===== config.mk =====
export PLATFORM = sky130hd
export DESIGN_NAME = hazard_ctrl
export DESIGN_NICKNAME = d
export VERILOG_FILES = /design/src/rtl/mips_pkg.sv /design/src/rtl/hazard_ctrl.sv
export SDC_FILE = /design/constraint.sdc
export NUM_CORES = 1
export LEC_CHECK = 0
export BUFFER_PORTS_ARGS = -buffer_cell sky130_fd_sc_hd__buf_4
export CAP_MARGIN = 20
export CORE_MARGIN = 2
export CORE_UTILIZATION = 46
export DETAILED_ROUTE_END_ITERATION = 16
export GPL_TIMING_DRIVEN = 0
export PLACE_DENSITY = 0.81
export RECOVER_POWER = 25
export SETUP_SLACK_MARGIN = 0.3
export SYNTH_ARGS = -nofsm -noshare
export SYNTH_HDL_FRONTEND = slang
export SYNTH_SLANG_ARGS = --single-unit

===== constraint.sdc =====
create_clock -name clk -period 1.6 [get_ports clk]
set_input_delay 0.24 -clock clk [delete_from_list [all_inputs] [get_ports clk]]
set_output_delay 0.24 -clock clk [all_outputs]
set_load 0.03 [all_outputs]

===== src/rtl/mips_pkg.sv =====
// Shared encodings for the pipelined MIPS core: operand forward selects and
// the multicycle-unit sequencer state codes.
package mips_pkg;

    localparam logic [1:0] FWD_RF  = 2'b00;
    localparam logic [1:0] FWD_WB  = 2'b01;
    localparam logic [1:0] FWD_MEM = 2'b10;

    typedef enum logic [1:0] {
        RUN     = 2'd0,
        MD_BUSY = 2'd1,
        MD_DONE = 2'd2
    } md_state_t;

endpackage


===== src/rtl/hazard_ctrl.sv =====
// Hazard unit for the 5-stage MIPS pipeline: operand forwarding, load-use and
// branch stalls, data-memory wait stretching and multicycle mul/div sequencing.
module hazard_ctrl
    import mips_pkg::*;
#(
    parameter int MD_CYCLES = 32
) (
    input  logic       clk,
    input  logic       reset_n,
    input  logic [4:0] RsD,
    input  logic [4:0] RtD,
    input  logic [4:0] RsE,
    input  logic [4:0] RtE,
    input  logic [4:0] WriteRegE,
    input  logic [4:0] WriteRegM,
    input  logic [4:0] WriteRegW,
    input  logic       RegWriteE,
    input  logic       RegWriteM,
    input  logic       RegWriteW,
    input  logic       MemtoRegE,
    input  logic       MemtoRegM,
    input  logic       BranchD,
    input  logic       PCSrcD,
    input  logic       MdStartE,
    input  logic       MemReqM,
    input  logic       dmem_ready,
    output logic [1:0] ForwardAE,
    output logic [1:0] ForwardBE,
    output logic       ForwardAD,
    output logic       ForwardBD,
    output logic       StallF,
    output logic       StallD,
    output logic       StallE,
    output logic       StallM,
    output logic       FlushD,
    output logic       FlushE,
    output logic       FlushM,
    output logic       FlushW,
    output logic       md_busy,
    output logic       md_done
);

    localparam int CNT_W = $clog2(MD_CYCLES + 1);

    md_state_t        state_q, state_d;
    logic [CNT_W-1:0] cnt_q, cnt_d;

    logic [1:0] fwd_a_e, fwd_b_e;
    logic       fwd_a_d, fwd_b_d;
    logic       lwstall, brstall, mem_wait, md_stall, stall_e, stall_d;

    // M stage wins over W so the youngest producer is forwarded.
    always_comb begin
        fwd_a_e = FWD_RF;
        if (RsE != 5'd0 && RegWriteM && WriteRegM == RsE)      fwd_a_e = FWD_MEM;
        else if (RsE != 5'd0 && RegWriteW && WriteRegW == RsE) fwd_a_e = FWD_WB;
        fwd_b_e = FWD_RF;
        if (RtE != 5'd0 && RegWriteM && WriteRegM == RtE)      fwd_b_e = FWD_MEM;
        else if (RtE != 5'd0 && RegWriteW && WriteRegW == RtE) fwd_b_e = FWD_WB;
    end

    assign fwd_a_d = (RsD != 5'd0) && RegWriteM && (WriteRegM == RsD);
    assign fwd_b_d = (RtD != 5'd0) && RegWriteM && (WriteRegM == RtD);

    assign lwstall  = MemtoRegE && (RtE == RsD || RtE == RtD);
    assign brstall  = BranchD &&
                      ((RegWriteE && (WriteRegE == RsD || WriteRegE == RtD)) ||
                       (MemtoRegM && (WriteRegM == RsD || WriteRegM == RtD)));
    assign mem_wait = MemReqM && !dmem_ready;
    assign md_stall = (state_q == MD_BUSY) || (state_q == RUN && MdStartE);
    assign stall_e  = mem_wait || md_stall;
    assign stall_d  = stall_e || lwstall || brstall;

    // A memory wait freezes the sequencer in every state, MD_DONE included.
    always_comb begin
        state_d = state_q;
        cnt_d   = cnt_q;
        case (state_q)
            RUN: begin
                if (MdStartE && !mem_wait) begin
                    state_d = MD_BUSY;
                    cnt_d   = CNT_W'(MD_CYCLES - 2);
                end
            end
            MD_BUSY: begin
                if (!mem_wait) begin
                    if (cnt_q == '0) state_d = MD_DONE;
                    else             cnt_d   = cnt_q - 1'b1;
                end
            end
            MD_DONE: begin
                if (!mem_wait) state_d = RUN;
            end
            default: state_d = RUN;
        endcase
    end

    always_ff @(posedge clk or negedge reset_n) begin
        if (!reset_n) begin
            state_q <= RUN;
            cnt_q   <= '0;
        end else begin
            state_q <= state_d;
            cnt_q   <= cnt_d;
        end
    end

    // Every output is held low while reset is asserted, independent of inputs.
    assign ForwardAE = reset_n ? fwd_a_e : FWD_RF;
    assign ForwardBE = reset_n ? fwd_b_e : FWD_RF;
    assign ForwardAD = reset_n && fwd_a_d;
    assign ForwardBD = reset_n && fwd_b_d;
    assign StallM    = reset_n && mem_wait;
    assign FlushW    = reset_n && mem_wait;
    assign StallE    = reset_n && stall_e;
    assign FlushM    = reset_n && md_stall && !mem_wait;
    assign StallF    = reset_n && stall_d;
    assign StallD    = reset_n && stall_d;
    assign FlushE    = reset_n && (lwstall || brstall) && !stall_e;
    assign FlushD    = reset_n && PCSrcD && !stall_d;
    assign md_busy   = reset_n && (state_q != RUN);
    assign md_done   = reset_n && (state_q == MD_DONE);

endmodule


==> qor.json, run 1 <==
{
  "globalplace.congestion": {"value": 0.8489},
  "clockRootBuffer": {"value": "sky130_fd_sc_hd__clkbuf_4"},
  "htree_levels": {"value": 1},
  "firstError": {"value": "[ERROR DPL-0033] detailed placement checks failed during check placement."},
  "post_synth_inst_count": {"value": 158},
  "yosysWarningCount": {"value": 0},
  "die_w": {"value": 56.21, "unit": "um"},
  "synth-edff-count": {"value": 0},
  "mappedNetlistArea": {"value": 1254, "unit": "um^2"},
  "postSynth.topFlopCell": {"value": "sky130_fd_sc_hd__dfrtp_1"},
  "hold_buffers": {"value": 1},
  "cts_inserted_buffers": {"value": 3},
  "clock_sink_count": {"value": 8},
  "synth_top_area_share": {"value": 18.86, "unit": "%"},
  "syn_nets": {"value": 207},
  "clk_path_buf_depth": {"value": 2},
  "postSynthRegisterBits": {"value": 8},
  "port-buffer-count": {"value": 57},
  "netlist_top_cells_area": {"value": "sky130_fd_sc_hd__xor2_1, sky130_fd_sc_hd__xnor2_1, sky130_fd_sc_hd__dfrtp_1, sky130_fd_sc_hd__nor2_1, sky130_fd_sc_hd__nand3_1"},
  "synth_cell_type_count": {"value": 37},
  "dp.cells": {"value": 245},
  "initial_core_util": {"value": 49.70, "unit": "%"},
  "floorplan.io_pins": {"value": 63},
  "die_h": {"value": 56.21, "unit": "um"},
  "asyncSetResetFlopFracSynth": {"value": 100.0, "unit": "%"},
  "synth.avg_cell_area": {"value": 7.935, "unit": "um^2"},
  "rows": {"value": 18},
  "outcome": {"value": "did not finish"},
  "post_cts.repair.setup_buffers": {"value": 26},
  "place_hpwl": {"value": 3233, "unit": "um"},
  "cts_resized": {"value": 74},
  "yosysTopAreaCell": {"value": "sky130_fd_sc_hd__xor2_1"},
  "last-stage-reached": {"value": "clock tree synthesis (4_1_cts)"},
  "worst_slack_at_placement": {"value": -0.3138, "unit": "ns"},
  "sequential_share_of_the_synthesized_area": {"value": 15.97, "unit": "%"}
}
per-stage QoR:
step | setup TNS, ns | util, % | area, um^2 | hold slack, ns
3_5_place_dp | -1.441 | 77.13 | 1946 | 0.09721
2_1_floorplan | -0.1710 | - | 1480 | -0.05559
3_3_place_gp | -1.238 | 77.13 | 1946 | 0.09809
synthesized netlist by cell type, types with 2 or more instances:
cell,count
sky130_fd_sc_hd__ha_1,2
sky130_fd_sc_hd__inv_1,4
sky130_fd_sc_hd__xnor2_1,26
sky130_fd_sc_hd__buf_2,5
sky130_fd_sc_hd__nand4_1,6
sky130_fd_sc_hd__and3_1,2
sky130_fd_sc_hd__nor3_1,9
sky130_fd_sc_hd__nor2_1,15
sky130_fd_sc_hd__and2_1,2
sky130_fd_sc_hd__o21ai_0,3
sky130_fd_sc_hd__xor2_1,27
sky130_fd_sc_hd__a21oi_1,2
sky130_fd_sc_hd__nand3_1,11
sky130_fd_sc_hd__dfrtp_1,8
sky130_fd_sc_hd__nand2_1,4
sky130_fd_sc_hd__nor4_1,5
sky130_fd_sc_hd__nand2b_1,3
sky130_fd_sc_hd__or4_1,3
sky130_fd_sc_hd__o2111ai_1,2
sky130_fd_sc_hd__buf_4,2
cell families after synthesis:
group | after synthesis | synth area share (%)
AO/OA/AOI/OAI | 16 | 9.981
XOR/XNOR | 53 | 37.03
adder cells (fa/ha/maj) | 2 | 1.996
buffers and inverters | 12 | 5.288
flip-flops | 8 | 15.97
AND/OR/NAND/NOR | 67 | 29.74
==> run 2: changes to the inputs <==
- CORE_AREA: not set -> 2 2 63 65
- CORE_MARGIN: 2 -> not set
- CORE_UTILIZATION: 46 -> not set
- DIE_AREA: not set -> 0 0 65 67
- PLACE_DENSITY: 0.81 -> not set
- PLACE_DENSITY_LB_ADDON: not set -> 0.15
- SETUP_SLACK_MARGIN: 0.3 -> not set
==> run 2 against run 1 <==
The flow now finishes, with violations (setup timing). Synthesized cell count is the same. Area after synthesis unchanged.
==> qor.json, run 2 <==
{
  "postSynth.topFlopCell": {"value": "sky130_fd_sc_hd__dfrtp_1"},
  "reg_top3": {"value": "cnt_q x6, state_q x2"},
  "core-area": {"value": 3606, "unit": "um^2"},
  "clock_sink_count": {"value": 8, "change": "unchanged"},
  "worstReg2RegStart": {"value": "state_q[0]"},
  "final.hold.worst_slack": {"value": 0.3590, "unit": "ns"},
  "insertedDiodeCount": {"value": 0},
  "final_setup_skew": {"value": 0.001287, "unit": "ns"},
  "setup_violations": {"value": 10},
  "worst_ep_required_time": {"value": 1.36, "unit": "ns"},
  "max_cap_violations": {"value": 0},
  "routed_wirelength": {"value": 4009, "unit": "um"},
  "post_dp_cell_area": {"value": 1859, "unit": "um^2", "change": "-4.4%"},
  "holdCritPathClass": {"value": "input pin to flop"},
  "clock_latency": {"value": 0.23, "unit": "ns"},
  "grt_setup_unrepaired": {"value": "yes"},
  "postSynthRegisterBits": {"value": 8, "change": "unchanged"},
  "timing.hold.worst_path_depth": {"value": 3},
  "yosysTopAreaCell": {"value": "sky130_fd_sc_hd__xor2_1"},
  "clockRootBuffer": {"value": "sky130_fd_sc_hd__clkbuf_8"},
  "rrSetupSlack": {"value": 0.10, "unit": "ns"},
  "design.die.area": {"value": 4355, "unit": "um^2"},
  "worst-slew-pin-transition": {"value": 0.5228, "unit": "ns"},
  "syn_nets": {"value": 207, "change": "unchanged"},
  "grt_pass1_wl": {"value": 6410, "unit": "um"},
  "via_count": {"value": 1423},
  "netlist_top_cells_area": {"value": "sky130_fd_sc_hd__xor2_1, sky130_fd_sc_hd__xnor2_1, sky130_fd_sc_hd__dfrtp_1, sky130_fd_sc_hd__nor2_1, sky130_fd_sc_hd__nand3_1"},
  "synthToLayoutAreaGrowth": {"value": 83.33, "unit": "%"},
  "largest_net_degree_at_the_start_of_global_routing": {"value": 10},
  "failing_checks": {"value": "setup timing"},
  "setup.worst_path.start_class": {"value": "input pin"},
  "final.min_clock_period": {"value": 1.837, "unit": "ns"},
  "initial_core_util": {"value": 34.77, "unit": "%", "change": "-15 points"},
  "sequential_share_of_the_synthesized_area": {"value": 15.97, "unit": "%", "change": "unchanged"},
  "max-slew-margin-rel": {"value": 65.07, "unit": "%"},
  "clock_pin_transition_on_the_worst_setup_and_hold_timing_paths": {"value": 0.04, "unit": "ns"},
  "globalplace.congestion": {"value": 0.8541, "change": "+0.61%"},
  "post_synth_inst_count": {"value": 158, "change": "unchanged"},
  "final_cell_mix": {"value": "sky130_fd_sc_hd__buf_4, sky130_fd_sc_hd__xnor2_1, sky130_fd_sc_hd__buf_6, sky130_fd_sc_hd__xor2_1, sky130_fd_sc_hd__nor2_1"},
  "mappedNetlistArea": {"value": 1254, "unit": "um^2", "change": "unchanged"},
  "rows": {"value": 22, "change": "+4"},
  "vias_per_cell": {"value": 5.011},
  "gr-total-overflow": {"value": 0},
  "synth.avg_cell_area": {"value": 7.935, "unit": "um^2", "change": "unchanged"},
  "synth_top_area_share": {"value": 18.86, "unit": "%", "change": "unchanged"},
  "final_hold_fails": {"value": 0},
  "dp.cells": {"value": 263, "change": "+7.3%"},
  "ff_latch_area": {"value": 201.4, "unit": "um^2"},
  "clk_path_buf_depth": {"value": 2, "change": "unchanged"},
  "min_to": {"value": "state_q[0]"},
  "globalRouteTotalUtil": {"value": 18.80, "unit": "%"},
  "drt-pass1-iter-count": {"value": 4},
  "asyncSetResetFlopFracSynth": {"value": 100.0, "unit": "%", "change": "unchanged"},
  "design_area": {"value": 2298, "unit": "um^2"},
  "synth_cell_type_count": {"value": 37, "change": "unchanged"},
  "worst-r2r-cell-count": {"value": 7},
  "grt_pass1_vias": {"value": 1476},
  "outcome": {"value": "finished with violations"},
  "antenna_found_initial": {"value": 0},
  "total_power": {"value": 1.515, "unit": "mW"},
  "multi_input_logic_area": {"value": 1240, "unit": "um^2"},
  "final.period_utilization": {"value": 114.8, "unit": "%"},
  "r2r-end": {"value": "cnt_q[5]"},
  "max_freq": {"value": 0.5442, "unit": "GHz"},
  "fraction_of_final_layout_cells_with_drive_strength_greater_than_1": {"value": 51.27, "unit": "%"},
  "tritoncts_clock_tree": {"value": "yes"},
  "cts_inserted_buffers": {"value": 3, "change": "unchanged"},
  "finalNetCount": {"value": 287},
  "synthMostInstantiatedCell": {"value": "sky130_fd_sc_hd__xor2_1"},
  "critical_path_maximum_fanout": {"value": 4},
  "p_leak": {"value": 0.9399, "unit": "nW"},
  "fillerInstances": {"value": 311},
  "first_iter_violations": {"value": 62},
  "timing.final.ws_setup": {"value": -0.2374, "unit": "ns"},
  "die_h": {"value": 67, "unit": "um", "change": "+19%"},
  "worst-endpoint-arrival": {"value": 1.60, "unit": "ns"},
  "synth-edff-count": {"value": 0, "change": "unchanged"},
  "die_w": {"value": 65, "unit": "um", "change": "+16%"},
  "floorplan.io_pins": {"value": 63, "change": "unchanged"},
  "final-instance-count-excl-fill": {"value": 284},
  "powerDensity": {"value": 659.3, "unit": "nW/um^2"},
  "final-max-slew-violation-count": {"value": 0},
  "drc": {"value": 0},
  "antenna_violating_nets_post_route": {"value": 0},
  "irDropWorstVdd": {"value": 0.2569, "unit": "mV"},
  "largest_register_ffs": {"value": 6},
  "worst_slack_at_placement": {"value": -0.3620, "unit": "ns", "change": "-0.04820 ns"},
  "yosysWarningCount": {"value": 0, "change": "unchanged"},
  "largest_register": {"value": "cnt_q"},
  "end_kind": {"value": "primary output"},
  "synth.cells.most_frequent": {"value": "sky130_fd_sc_hd__xor2_1, sky130_fd_sc_hd__xnor2_1, sky130_fd_sc_hd__nor2_1"},
  "place_hpwl": {"value": 3011, "unit": "um", "change": "-6.9%"},
  "final_common_cell": {"value": "sky130_fd_sc_hd__buf_4"},
  "htree_levels": {"value": 1, "change": "unchanged"},
  "routed_wire_length_per_instance": {"value": 14.12, "unit": "um"},
  "timing_worst_setup_path_type": {"value": "input pin to primary output"},
  "port-buffer-count": {"value": 57, "change": "unchanged"},
  "min-delay-start": {"value": "MdStartE"}
}
-- run 2: where the power goes --
part / leakage (nW) / switching [mW] / internal [mW]
logic: 0.827 / 0.466 / 0.438
clock network: 0.0216 / 0.0824 / 0.163
registers: 0.0911 / 0.0768 / 0.288
total: 0.940 / 0.626 / 0.890
-- run 2: worst max path at each step --
stage | startpoint | end | slack, ns | cells past startpoint
detailed placement | WriteRegM[3] | StallF | -0.36 | 8
global placement | WriteRegM[3] | StallF | -0.31 | 8
floorplan | RtE[2] | ForwardBE[0] | -0.11 | 5
global route | RsD[2] | FlushE | -0.30 | 8
CTS | RsD[4] | FlushE | -0.24 | 8
finish | RsD[2] | FlushE | -0.24 | 8
-- run 2: timing repair --
item                       CTS  global route
pin swaps                   24             8
hold buffers                 1             0
gates resized for setup     45            12
hold endpoints to repair     8             0
setup endpoints to repair   12            13
setup buffers               18             1
-- run 2: critical path, cell delays in order --
cell,delay [ns]
sky130_fd_sc_hd__buf_6,0.11
sky130_fd_sc_hd__xor2_1,0.16
sky130_fd_sc_hd__nor3_2,0.23
sky130_fd_sc_hd__a32o_2,0.24
sky130_fd_sc_hd__o31ai_4,0.09
sky130_fd_sc_hd__buf_4,0.16
sky130_fd_sc_hd__a211oi_4,0.21
sky130_fd_sc_hd__buf_6,0.16
-- run 2: cell families after synthesis --
| kind of cell | Yosys count | share of synthesized area (%) |
|---|---|---|
| and+or+nand+nor | 67 | 29.74 |
| xor gates and xnor gates | 53 | 37.03 |
| buffers and inverters | 12 | 5.288 |
| adders and majority gates | 2 | 1.996 |
| DFF | 8 | 15.97 |
| AOI/OAI and AO/OA | 16 | 9.981 |
-- run 2: final cells by class --
cell class                      count  share of cell area, %
Multi-Input combinational cell    138                  53.95
Timing Repair Buffer               75                  29.01
Sequential cell                     8                  8.764
Buffer                              8                  3.212
Tap cell                           48                  2.613
Clock buffer                        3                  1.796
Inverter                            4                 0.6532
-- run 2: layer usage --
metal  track usage [%]  vias to the layer above  share of wire [%]
li1                  -                      704                  -
met1             20.70                      664                 39
met2             36.86                       45                 56
met3             1.689                       10                4.1
met4             7.181                        0                1.7
met5                 0                        -                  0
-- run 2: through the flow --
stage | TNS, ns | util, %
2_1_floorplan | -0.3882 | -
3_3_place_gp | -1.583 | 51.56
3_5_place_dp | -1.866 | 51.56
4_1_cts | -1.181 | 62.32
5_1_grt | -1.691 | 63.74
6_report | -1.078 | 63.74
Power figures use the tool's default switching activity.
